File: src/rtl/ifu_fetch.sv
// ifu_fetch: instruction-fetch stage of the 5-stage MIPS pipeline.
// Owns the fetch PC, selects the next PC (sequential, branch, j/jal, jr) and
// fills the IF/ID pipeline register with stall, flush and fetch-fault tagging.
// Branches and jumps are resolved in D and have one architectural delay slot.
module ifu_fetch #(
  parameter logic [31:0] PC_INIT  = 32'h0000_3000,
  parameter int          IM_WORDS = 4096
) (
  input  logic        clk,
  input  logic        reset,
  input  logic        stall,
  input  logic        flush_d,
  input  logic [1:0]  npc_sel,
  input  logic        br_taken,
  input  logic [15:0] imm16_d,
  input  logic [25:0] index26_d,
  input  logic [31:0] rs_fwd_d,
  input  logic [31:0] instr_f,
  output logic [31:0] pc_f,
  output logic [31:0] instr_d,
  output logic [31:0] pc_d,
  output logic [31:0] pc8_d,
  output logic        valid_d,
  output logic        fault_d
);

  // Exclusive upper end of instruction memory, kept 33 bits wide so a memory
  // placed near the top of the address space cannot wrap the comparison.
  localparam logic [32:0] PC_LIMIT = {1'b0, PC_INIT} + (33'(IM_WORDS) << 2);

  localparam logic [1:0] SEL_SEQ    = 2'd0;
  localparam logic [1:0] SEL_BRANCH = 2'd1;
  localparam logic [1:0] SEL_JUMP   = 2'd2;
  localparam logic [1:0] SEL_JR     = 2'd3;

  logic [31:0] fetchPc_q, fetchPc_d;
  logic [31:0] ifidInstr_q, ifidInstr_d;
  logic [31:0] ifidPc_q, ifidPc_d;
  logic [31:0] ifidPc8_q, ifidPc8_d;
  logic        ifidValid_q, ifidValid_d;
  logic        ifidFault_q, ifidFault_d;

  logic [31:0] pcPlus4;
  logic [31:0] pcPlus8;
  logic [31:0] branchOffset;
  logic [31:0] branchTarget;
  logic [31:0] jumpTarget;
  logic [31:0] nextPc;
  logic        fetchFault;

  // Candidate targets; branch and jump targets are relative to the D-stage PC,
  // i.e. the control-transfer instruction itself, not the delay slot.
  always_comb begin
    pcPlus4      = fetchPc_q + 32'd4;
    pcPlus8      = fetchPc_q + 32'd8;
    branchOffset = {{14{imm16_d[15]}}, imm16_d, 2'b00};
    branchTarget = ifidPc_q + 32'd4 + branchOffset;
    jumpTarget   = {ifidPc_q[31:28], index26_d, 2'b00};
  end

  // Next-PC select; a not-taken branch falls through to the sequential PC.
  always_comb begin
    nextPc = pcPlus4;
    unique case (npc_sel)
      SEL_SEQ:    nextPc = pcPlus4;
      SEL_BRANCH: nextPc = br_taken ? branchTarget : pcPlus4;
      SEL_JUMP:   nextPc = jumpTarget;
      SEL_JR:     nextPc = rs_fwd_d;
      default:    nextPc = pcPlus4;
    endcase
  end

  // A fetch is faulty when the PC is misaligned or outside instruction memory;
  // this also covers the PC wrapping past 32'hFFFF_FFFC to zero.
  always_comb begin
    fetchFault = (fetchPc_q[1:0] != 2'b00)
              || (fetchPc_q < PC_INIT)
              || ({1'b0, fetchPc_q} >= PC_LIMIT);
  end

  // Next-state for PC and IF/ID: flush beats stall for IF/ID, while the PC
  // only ever listens to stall.
  always_comb begin
    fetchPc_d   = stall ? fetchPc_q : nextPc;
    ifidInstr_d = ifidInstr_q;
    ifidPc_d    = ifidPc_q;
    ifidPc8_d   = ifidPc8_q;
    ifidValid_d = ifidValid_q;
    ifidFault_d = ifidFault_q;
    if (flush_d) begin
      ifidInstr_d = 32'd0;
      ifidPc_d    = fetchPc_q;
      ifidPc8_d   = pcPlus8;
      ifidValid_d = 1'b0;
      ifidFault_d = 1'b0;
    end else if (!stall) begin
      ifidInstr_d = fetchFault ? 32'd0 : instr_f;
      ifidPc_d    = fetchPc_q;
      ifidPc8_d   = pcPlus8;
      ifidValid_d = 1'b1;
      ifidFault_d = fetchFault;
    end
  end

  // Fetch PC register, restarting at the base of instruction memory.
  always_ff @(posedge clk or negedge reset) begin
    if (!reset) begin
      fetchPc_q <= PC_INIT;
    end else begin
      fetchPc_q <= fetchPc_d;
    end
  end

  // IF/ID pipeline register, cleared to an invalid bubble on reset.
  always_ff @(posedge clk or negedge reset) begin
    if (!reset) begin
      ifidInstr_q <= 32'd0;
      ifidPc_q    <= 32'd0;
      ifidPc8_q   <= 32'd0;
      ifidValid_q <= 1'b0;
      ifidFault_q <= 1'b0;
    end else begin
      ifidInstr_q <= ifidInstr_d;
      ifidPc_q    <= ifidPc_d;
      ifidPc8_q   <= ifidPc8_d;
      ifidValid_q <= ifidValid_d;
      ifidFault_q <= ifidFault_d;
    end
  end

  assign pc_f    = fetchPc_q;
  assign instr_d = ifidInstr_q;
  assign pc_d    = ifidPc_q;
  assign pc8_d   = ifidPc8_q;
  assign valid_d = ifidValid_q;
  assign fault_d = ifidFault_q;

endmodule

File: config.mk
export PLATFORM = sky130hd
export DESIGN_NAME = ifu_fetch
export DESIGN_NICKNAME = d
export VERILOG_FILES = /design/src/rtl/ifu_fetch.sv
export SDC_FILE = /design/constraint.sdc
export NUM_CORES = 1
export LEC_CHECK = 0
export ABC_CLOCK_PERIOD_IN_PS = 2900
export BUFFER_PORTS_ARGS = -buffer_cell sky130_fd_sc_hd__buf_2
export CORE_MARGIN = 5
export CORE_UTILIZATION = 48
export DETAILED_ROUTE_END_ITERATION = 10
export PLACE_DENSITY_LB_ADDON = 0.25
export SLEW_MARGIN = 20
export SYNTH_ARGS = -nofsm -noshare
export SYNTH_HDL_FRONTEND = slang
export SYNTH_SLANG_ARGS = --single-unit
File: constraint.sdc
create_clock -name clk -period 2.9 [get_ports clk]
set_input_delay 0.145 -clock clk [delete_from_list [all_inputs] [get_ports clk]]
set_output_delay 0.145 -clock clk [all_outputs]
set_load 0.01 [all_outputs]
# After elaboration in Yosys (flattened, before gate mapping)

Cells that the tools add are included.

Word-level logic and storage cells: 33
ROM bits: 0
Latch bits: 0
Memories kept: 0
Bits in writable memories: 0
Output and inout port bits: 130
Bits in registers: 130

Multiply operators: 0
Muxes and demuxes: 13
Eq/ne operators: 4
Bitwise operators: 0
Reduce and logical (&&, ||, !) cells: 4
Divide/modulo/power cells: 0
Order comparisons: 2
Shift-type cells: 0
$add $sub $neg: 4

Operator list:

| kind                                                  | number |
|---|---|
| 2-to-1 mux 32 bit                                     | 8 |
| case mux 32 bit (4 select lines)                      | 1 |
| adder 32 x 3 -> 32 bit, second input constant         | 2 |
| adder 32 bit                                          | 1 |
| adder 32 x 4 -> 32 bit, second input constant         | 1 |
| >= comparator 32 x 15 -> 1 bit, second input constant | 1 |
| < comparator 32 x 14 -> 1 bit, second input constant  | 1 |
| == test 2 bit, second input constant                  | 2 |
| 2-to-1 mux 1 bit                                      | 4 |
| == test 2 x 1 -> 1 bit, second input constant         | 1 |
| logical NOT 2 bit                                     | 1 |
| logical OR 1 bit                                      | 2 |
| != test 2 x 1 -> 1 bit, second input constant         | 1 |
| nonzero test 2 bit                                    | 1 |

# Depth between registers and ports, before layout

Gate-level depths: netlist of the first run.

Depth after elaboration: 6
Mapped depth: 14
Gate-level depth less buffers: 14

# Least setup slack after synthesis of the first run

OpenSTA, ideal clock, no wires.

Path type: reg-to-reg
Start: register ifidPc_q[3], in the netlist pc_d[3]
End: register fetchPc_q[29], in the netlist pc_f[29]
Slack: 0.018 ns
Cell stages (with the launch flop): 13
Arrival: 2.814 ns
Setup time: 0.069 ns
Clock period less this slack: 2.882 ns
Cells stage by stage: dfrtp_1 > ha_1 > ha_1 > inv_1 > fa_1 > nor2b_4 > o31ai_2 > a21oi_4 > a41oi_4 > a41oi_4 > a221oi_2 > or4b_1 > nand3_1

Cells in the longest elaborated chain, start to end: 4

Ends and longest elaborated chain:

| item                             | RTL line | RTL |
|---|---|---|
| from (decl)                      | 38       | `logic [31:0] ifidPc_q, ifidPc_d;` |
| from (signal assigned)           | 124      | `ifidPc_q <= ifidPc_d;` |
| adder 32 x 3 -> 32 bit           | 57       | `branchTarget = ifidPc_q + 32'd4 + branchOffset;` |
| adder 32 bit                     | 57       |  |
| 2-to-1 mux 32 bit                | 66       | `SEL_BRANCH: nextPc = br_taken ? branchTarget : pcPlus4;` |
| case mux 32 bit (4 select lines) | 64       | `unique case (npc_sel)` |
| to (signal assigned)             | 110      | `fetchPc_q <= fetchPc_d;` |
| to (decl)                        | 36       | `logic [31:0] fetchPc_q, fetchPc_d;` |

No other way between the ends.
A chain may end at the register's enable or synchronous reset.

# Final worst setup path of the first run

Same ends and word-level chain as after synthesis.

==> results.sh, run 1 <==
export IMPL_grtUsageTotal_pct=26.6
export IMPL_htree_num_levels=4
export IMPL_synth_fp_nets=1106
export IMPL_synth_area_um2=8630
export IMPL_setup_viol=1
export IMPL_drive_above_1_share_pct=33.2
export IMPL_switchingPower_mw=2.96
export IMPL_vias=8482
export IMPL_cap_violations=0
export IMPL_grt_pass1_vias=8184
export IMPL_finClkSkew_ns=0.00948
export IMPL_cp_required_ns=3.27
export IMPL_cts_buffers_inserted=17
export IMPL_pwr_share_comb_pct=42.3
export IMPL_critPathKind="register to register"
export IMPL_synth_top_cell_area_share_pct=36.3
export IMPL_ys_ff_latch=127
export IMPL_first_pass_iters=5
export IMPL_end_kind="register"
export IMPL_p_sw_share_pct=38.3
export IMPL_clk_pin_slew_ns=0.06
export IMPL_rsz0062_at_grt="true"
export IMPL_antenna_found_initial=0
export IMPL_num_io_pins=243
export IMPL_slowest_delay_ns=0.53
export IMPL_hold_class="primary input to register"
export IMPL_fin_nets=1382
export IMPL_drc=0
export IMPL_start_kind="register"
export IMPL_dpl_hpwl_um=21100
export IMPL_ir_drop_mv=0.467
export IMPL_dieHeight_um=144
export IMPL_cts_root_buf="clkbuf_16"
export IMPL_dieWidth_um=144
export IMPL_cts_path_max_buffers=2
export IMPL_hold_violations=0
export IMPL_power_frac_seq_pct=30.5
export IMPL_gp_congestion=0.935
export IMPL_slew_headroom_pct=44.1
export IMPL_port_buffers=242
export IMPL_yosysWarnings=0
export IMPL_total_power_mw=7.71
export IMPL_grt_max_degree=96
export IMPL_fp_dieArea_um2=20800
export IMPL_path_cells="ha_4 -> ha_4 -> inv_2 -> fa_2 -> nor2b_4 -> o31ai_4 -> a21oi_4 -> a41oi_4 -> a41oi_4 -> a221oi_2 -> or4b_1 -> nand3_1"
export IMPL_vias_per_cell=5.85
export IMPL_fin_crit_sh_pct=100
export IMPL_arrival_ns=3.27
export IMPL_syn_instance_count=932
export IMPL_violations="setup timing"
export IMPL_diodes=0
export IMPL_cts_sink_count=127
export IMPL_synth_top_cell_by_area="dfrtp_1"
export IMPL_critPathSlowestCell="or4b_1"
export IMPL_p_int_mw=4.76
export IMPL_overflow=0
export IMPL_max_freq_ghz=0.344
export IMPL_worst_slew_pin_transition_ns=0.839
export IMPL_p_per_area_nw_per_um2=686
export IMPL_p_leak_nw=5.28
export IMPL_avgSynthCellArea_um2=9.26
export IMPL_synthToLayoutAreaGrowth_pct=30.4
export IMPL_synth_area_leaders="dfrtp_1 36%, ha_1 8.7%, o21ai_0 5.5%, mux2_2 4.7%, nand2_1 4.3%"
export IMPL_rows=49
export IMPL_cts_tree="built"
export IMPL_tns_ns=-0.00445
export IMPL_synth_seq_area_share_pct=36.9
export IMPL_wirelength_um=28100
export IMPL_worstSkewPairLatency_ns=0.43
export IMPL_avgRoutedWirePerCell_um=19.4
export IMPL_cp_max_fo=3
export IMPL_start_util_pct=48.3
export IMPL_slew_viol_final=0
export IMPL_outcome="finished, violations left"
export IMPL_synth_cell_types=81
export IMPL_grt_pass1_wl_um=43400
export IMPL_drt_iter0_markers=660
export IMPL_synthFlopType="dfrtp_1"
export IMPL_antenna_left=0
export IMPL_setup_ws_ns=-0.00445
export IMPL_synth_edff_count=0
export IMPL_async_flop_share_pct=100
export IMPL_min_period_ns=2.90
export IMPL_clkPwrFrac_pct=27.2
export IMPL_core_area_um2=17800
==> path summary, 6_finish.rpt <==
kind                              start          end  slack (ns)  cells past startpoint
min reg2reg                   pc8_d[14]    pc8_d[14]        0.48                      2
min                        rs_fwd_d[21]     pc_f[21]        0.02                      3
max in group asynchronous         reset  instr_d[21]        1.81                      3
max                             pc_d[3]     pc_f[29]      -0.004                     12
min in group asynchronous         reset  instr_d[10]        0.27                      2
max reg2reg                     pc_d[3]     pc_f[29]      -0.004                     12
==> stage by stage <==
stage	area (µm²)	hold WS, ns	util, %	worst slack, ns	instances
6_report	11300	0.0228	63.1	-0.00445	1450
5_1_grt	11300	0.0275	63.1	-0.0981	1450
4_1_cts	11100	0.0187	62.4	0.0164	1446
3_5_place_dp	10200	0.193	57.2	-0.0813	1380
3_3_place_gp	10200	0.195	57.2	0.00844	1380
2_1_floorplan	8630	-0.151	-	0.0176	932
==> layout by cell type, fill, tap and decap left out, drive strengths merged, types with 5 or more instances in the layout <==
cell         count
and2            10
mux2i           11
a41oi            5
xnor2           35
o21ai           96
dfrtp          125
xor2            22
a22oi            7
a221oi           8
a211oi           5
nor2b            7
nand2b           8
a22o            32
dlygate4sd3     34
a21oi           51
and4             6
o22ai            6
inv             25
a31oi           11
buf            294
nand2           99
ha              60
nor2            50
nand3           21
o221ai          11
clkbuf          19
nor3            11
nor4            10
a21o            12
mux2            36
clkinv          10
nand4           15
and3            11
==> cells by family after synthesis <==
| family | Yosys count | synth area share [%] |
|---|---|---|
| and+or+nand+nor | 257 | 14.5 |
| xor gates and xnor gates | 57 | 5.79 |
| DFF | 127 | 36.9 |
| AOI/OAI and AO/OA | 286 | 22.6 |
| adders and majority gates | 61 | 8.94 |
| buffers and inverters | 95 | 4.80 |
| muxes | 49 | 6.50 |
==> registers in the layout, summed over array words and instances, names as in the netlist <==
register  cells
valid_d       1
pc_f         32
pc_d         32
fault_d       1
instr_d      32
pc8_d        29
==> layout make-up <==
| class | instances | area (µm²) |
|---|---|---|
| inverter | 24 | 90.1 |
| clock buffer | 19 | 433 |
| timing repair buffer | 328 | 1970 |
| multi-input combinational | 710 | 5150 |
| tap | 229 | 287 |
| clock inverter | 13 | 141 |
| fill | 1493 | 6590 |
| sequential | 127 | 3180 |
==> per-layer routing <==
layer | track usage (%) | wire length [µm]
met4 | 9.17 | 748
met2 | 42.6 | 12700
met3 | 5.72 | 2890
met1 | 36.0 | 11800
met5 | 0 | 0
==> worst max-delay path, delay by kind of cell, from the launching register on <==
family,cells,cell delay [ns]
and+or+nand+nor,3,0.77
DFF,1,0.41
AOI/OAI and AO/OA,5,0.84
buffers and inverters,1,0.04
adders and majority gates,3,0.79
==> cell usage after synthesis (all sizes together), types with 3 or more instances <==
library cell and instances:
buf 30, and2 10, dfrtp 125, a41oi 5
o32a 4, a22oi 7, nor3 11, a221o 3
a221oi 8, nor2 50, o31ai 3, o221ai 11
a21o 12, nand2b 8, and3 11, nand2 99
o22a 4, nor4 10, o21ai 96, inv 24
clkbuf 41, a21oi 51, o21bai 4, and4 6
mux2 36, xor2 22, a211oi 5, nand3 21
ha 60, a31oi 11, nor2b 7, xnor2 35
nand4 15, o211ai 4, o22ai 6, mux2i 11
a22o 32
==> power groups by stage <==
stage,combinational [mW],clock [mW],sequential (mW)
2_1_floorplan,1.85,0,2.45
3_3_place_gp,3.04,0,2.36
3_5_place_dp,3.06,0,2.37
4_1_cts,3.14,2.12,2.34
5_1_grt,3.58,2.20,2.39
6_report,3.27,2.10,2.35
==> what timing repair did <==
| item | CTS | global route |
|---|---|---|
| setup buffers | 0 | 4 |
| hold buffers | 34 | 0 |
| pin swaps | 2 | 13 |
| resized for setup | 2 | 21 |
| hold endpoints to repair | 74 | 0 |
| endpoints found under the setup margin | 5 | 10 |
Note: power is estimated with default switching activity, not from simulation.
==> inputs of run 2 (changes only) <==
--- a/config.mk
+++ b/config.mk
@@ -5,10 +5,10 @@
 export SDC_FILE = /design/constraint.sdc
 export NUM_CORES = 1
 export LEC_CHECK = 0
-export ABC_CLOCK_PERIOD_IN_PS = 2900
+export ABC_CLOCK_PERIOD_IN_PS = 3300
 export BUFFER_PORTS_ARGS = -buffer_cell sky130_fd_sc_hd__buf_2
 export CORE_MARGIN = 5
-export CORE_UTILIZATION = 48
+export CORE_UTILIZATION = 25
 export DETAILED_ROUTE_END_ITERATION = 10
 export PLACE_DENSITY_LB_ADDON = 0.25
 export SLEW_MARGIN = 20
==> constraint.sdc (replaced) <==
create_clock -name clk -period 3.3 [get_ports clk]
set_input_delay 0.165 -clock clk [delete_from_list [all_inputs] [get_ports clk]]
set_output_delay 0.165 -clock clk [all_outputs]
set_load 0.01 [all_outputs]
==> run 2 against run 1 <==
Effect of this change:
- the flow now finishes without violations
- setup slack gained 0.17 ns
- sequential power shrank 8%
- non-clock buffer count shrank 28
- combinational power shrank 21%
- core utilization shrank 30 points
- via count shrank 3.9%
- largest cell class unchanged
- largest power group unchanged
- highest routed layer is now met5
==> results.sh, run 2 (same netlist as run 1, synthesis figures left out) <==
export IMPL_rsz0062_at_grt="false"
export IMPL_worst_slew_pin_transition_ns=0.953
export IMPL_clk_pin_slew_ns=0.06
export IMPL_final_cell_mix="241 x buf_2, 125 x dfrtp_1, 99 x nand2_1"
export IMPL_hold_violations=0
export IMPL_fillCellCount=3555
export IMPL_cts_path_max_buffers=2
export IMPL_core_area_um2=34300
export IMPL_port_buffers=242
export IMPL_arrival_ns=3.50
export IMPL_worstSkewPairLatency_ns=0.43
export IMPL_start_kind="register"
export IMPL_vias=8155
export IMPL_cts_sink_count=127
export IMPL_r2r_start="pc_d[3]"
export IMPL_regArea_um2=3180
export IMPL_setup_viol=0
export IMPL_gp_congestion=0.869
export IMPL_grt_max_degree=106
export IMPL_final_cells=1650
export IMPL_hold_class="primary input to register"
export IMPL_grt_pass1_wl_um=49500
export IMPL_total_power_mw=6.65
export IMPL_reg2reg_depth=12
export IMPL_p_leak_nw=5.13
export IMPL_startpoint="pc_d[3]"
export IMPL_first_pass_iters=5
export IMPL_cap_violations=0
export IMPL_postCtsSetupRepairBufs=0
export IMPL_dieWidth_um=196
export IMPL_drive_above_1_share_pct=30.0
export IMPL_dp_cells=1582
export IMPL_cts_tree="built"
export IMPL_slew_viol_final=0
export IMPL_synthToLayoutAreaGrowth_pct=30.1
export IMPL_cts_root_buf="clkbuf_16"
export IMPL_grtUsageTotal_pct=16.4
export IMPL_max_freq_ghz=0.319
export IMPL_cp_required_ns=3.66
export IMPL_dpl_cell_area_um2=10300
export IMPL_rows=68
export IMPL_drc=0
export IMPL_cp_max_fo=4
export IMPL_htree_num_levels=4
export IMPL_finClkSkew_ns=0.0159
export IMPL_overflow=0
export IMPL_vias_per_cell=4.94
export IMPL_grt_pass1_vias=8393
export IMPL_wirelength_um=32100
export IMPL_path_cells="ha_1 -> ha_1 -> inv_1 -> fa_1 -> nor2b_4 -> o31ai_2 -> a21oi_4 -> a41oi_4 -> a41oi_4 -> a221oi_2 -> or4b_1 -> nand3_1"
export IMPL_final_common_cell="buf_2"
export IMPL_ir_drop_mv=0.356
export IMPL_design_area_um2=11200
export IMPL_min_delay_start="rs_fwd_d[21]"
export IMPL_antenna_found_initial=4
export IMPL_avgRoutedWirePerCell_um=19.5
export IMPL_start_util_pct=25.2
export IMPL_num_io_pins=243
export IMPL_antenna_left=0
export IMPL_fin_crit_sh_pct=95.1
export IMPL_critPathSlowestCell="or4b_1"
export IMPL_hold_depth=3
export IMPL_fp_dieArea_um2=38300
export IMPL_critPathKind="register to register"
export IMPL_multi_input_area_um2=5040
export IMPL_end_kind="register"
export IMPL_tns_ns=0
export IMPL_outcome="complete, no violations"
export IMPL_cts_buffers_inserted=17
export IMPL_dieHeight_um=196
export IMPL_drt_iter0_markers=532
export IMPL_min_period_ns=3.14
export IMPL_fin_nets=1354
export IMPL_slew_headroom_pct=36.5
export IMPL_dpl_hpwl_um=24600
export IMPL_p_per_area_nw_per_um2=593
export IMPL_slowest_delay_ns=0.53
[run 2: what timing repair did]
item | 4_1_cts | 5_1_grt
gates resized for setup | 0 | 0
hold endpoints to repair | 136 | 0
hold buffers | 34 | 0
[run 2: final timing paths]
check | endpoint | slack, ns
setup reg to reg | pc_f[29] | 0.16
max in group asynchronous | instr_d[25] | 2.00
setup / recovery | pc_f[29] | 0.16
hold / removal | pc_f[21] | 0.04
hold reg to reg | pc8_d[11] | 0.47
min in group asynchronous | instr_d[15] | 0.40
[run 2: power by group]
part / switching [mW] / leakage [nW] / internal, mW
Clock: 0.759 / 0.277 / 1.14
Combinational: 1.49 / 3.27 / 1.10
Sequential: 0.345 / 1.58 / 1.82
Total: 2.60 / 5.13 / 4.06
[run 2: metrics by stage]
step	utilization (%)	worst slack [ns]	hold slack [ns]
2_1_floorplan	-	0.418	-0.131
3_3_place_gp	30.0	0.244	0.389
3_5_place_dp	30.0	0.145	0.387
4_1_cts	32.7	0.128	0.0255
5_1_grt	32.7	0.0185	0.0399
6_report	32.7	0.161	0.0391
[run 2: layout make-up]
cell class / instances / area share, %
Antenna cell: 2 / 0.0446
Clock buffer: 20 / 3.98
Clock inverter: 12 / 1.22
Inverter: 24 / 0.803
Multi-Input combinational cell: 710 / 44.9
Sequential cell: 127 / 28.3
Tap cell: 455 / 5.07
Timing Repair Buffer: 300 / 15.6
[run 2: worst max-delay path, delay by kind of cell, from the launching register on]
family,cells,cell delay [ns]
AOI/OAI and AO/OA,5,0.94
adders and majority gates,3,0.89
buffers and inverters,1,0.06
DFF,1,0.40
and+or+nand+nor,3,0.78
[run 2: layer usage]
layer | vias to the layer above | part of all wire [%] | GRT usage [%]
li1 | 3933 | - | -
met1 | 3869 | 46 | 22.1
met2 | 302 | 44 | 25.7
met3 | 47 | 6.3 | 3.71
met4 | 4 | 2.9 | 6.03
met5 | - | 0.084 | 0
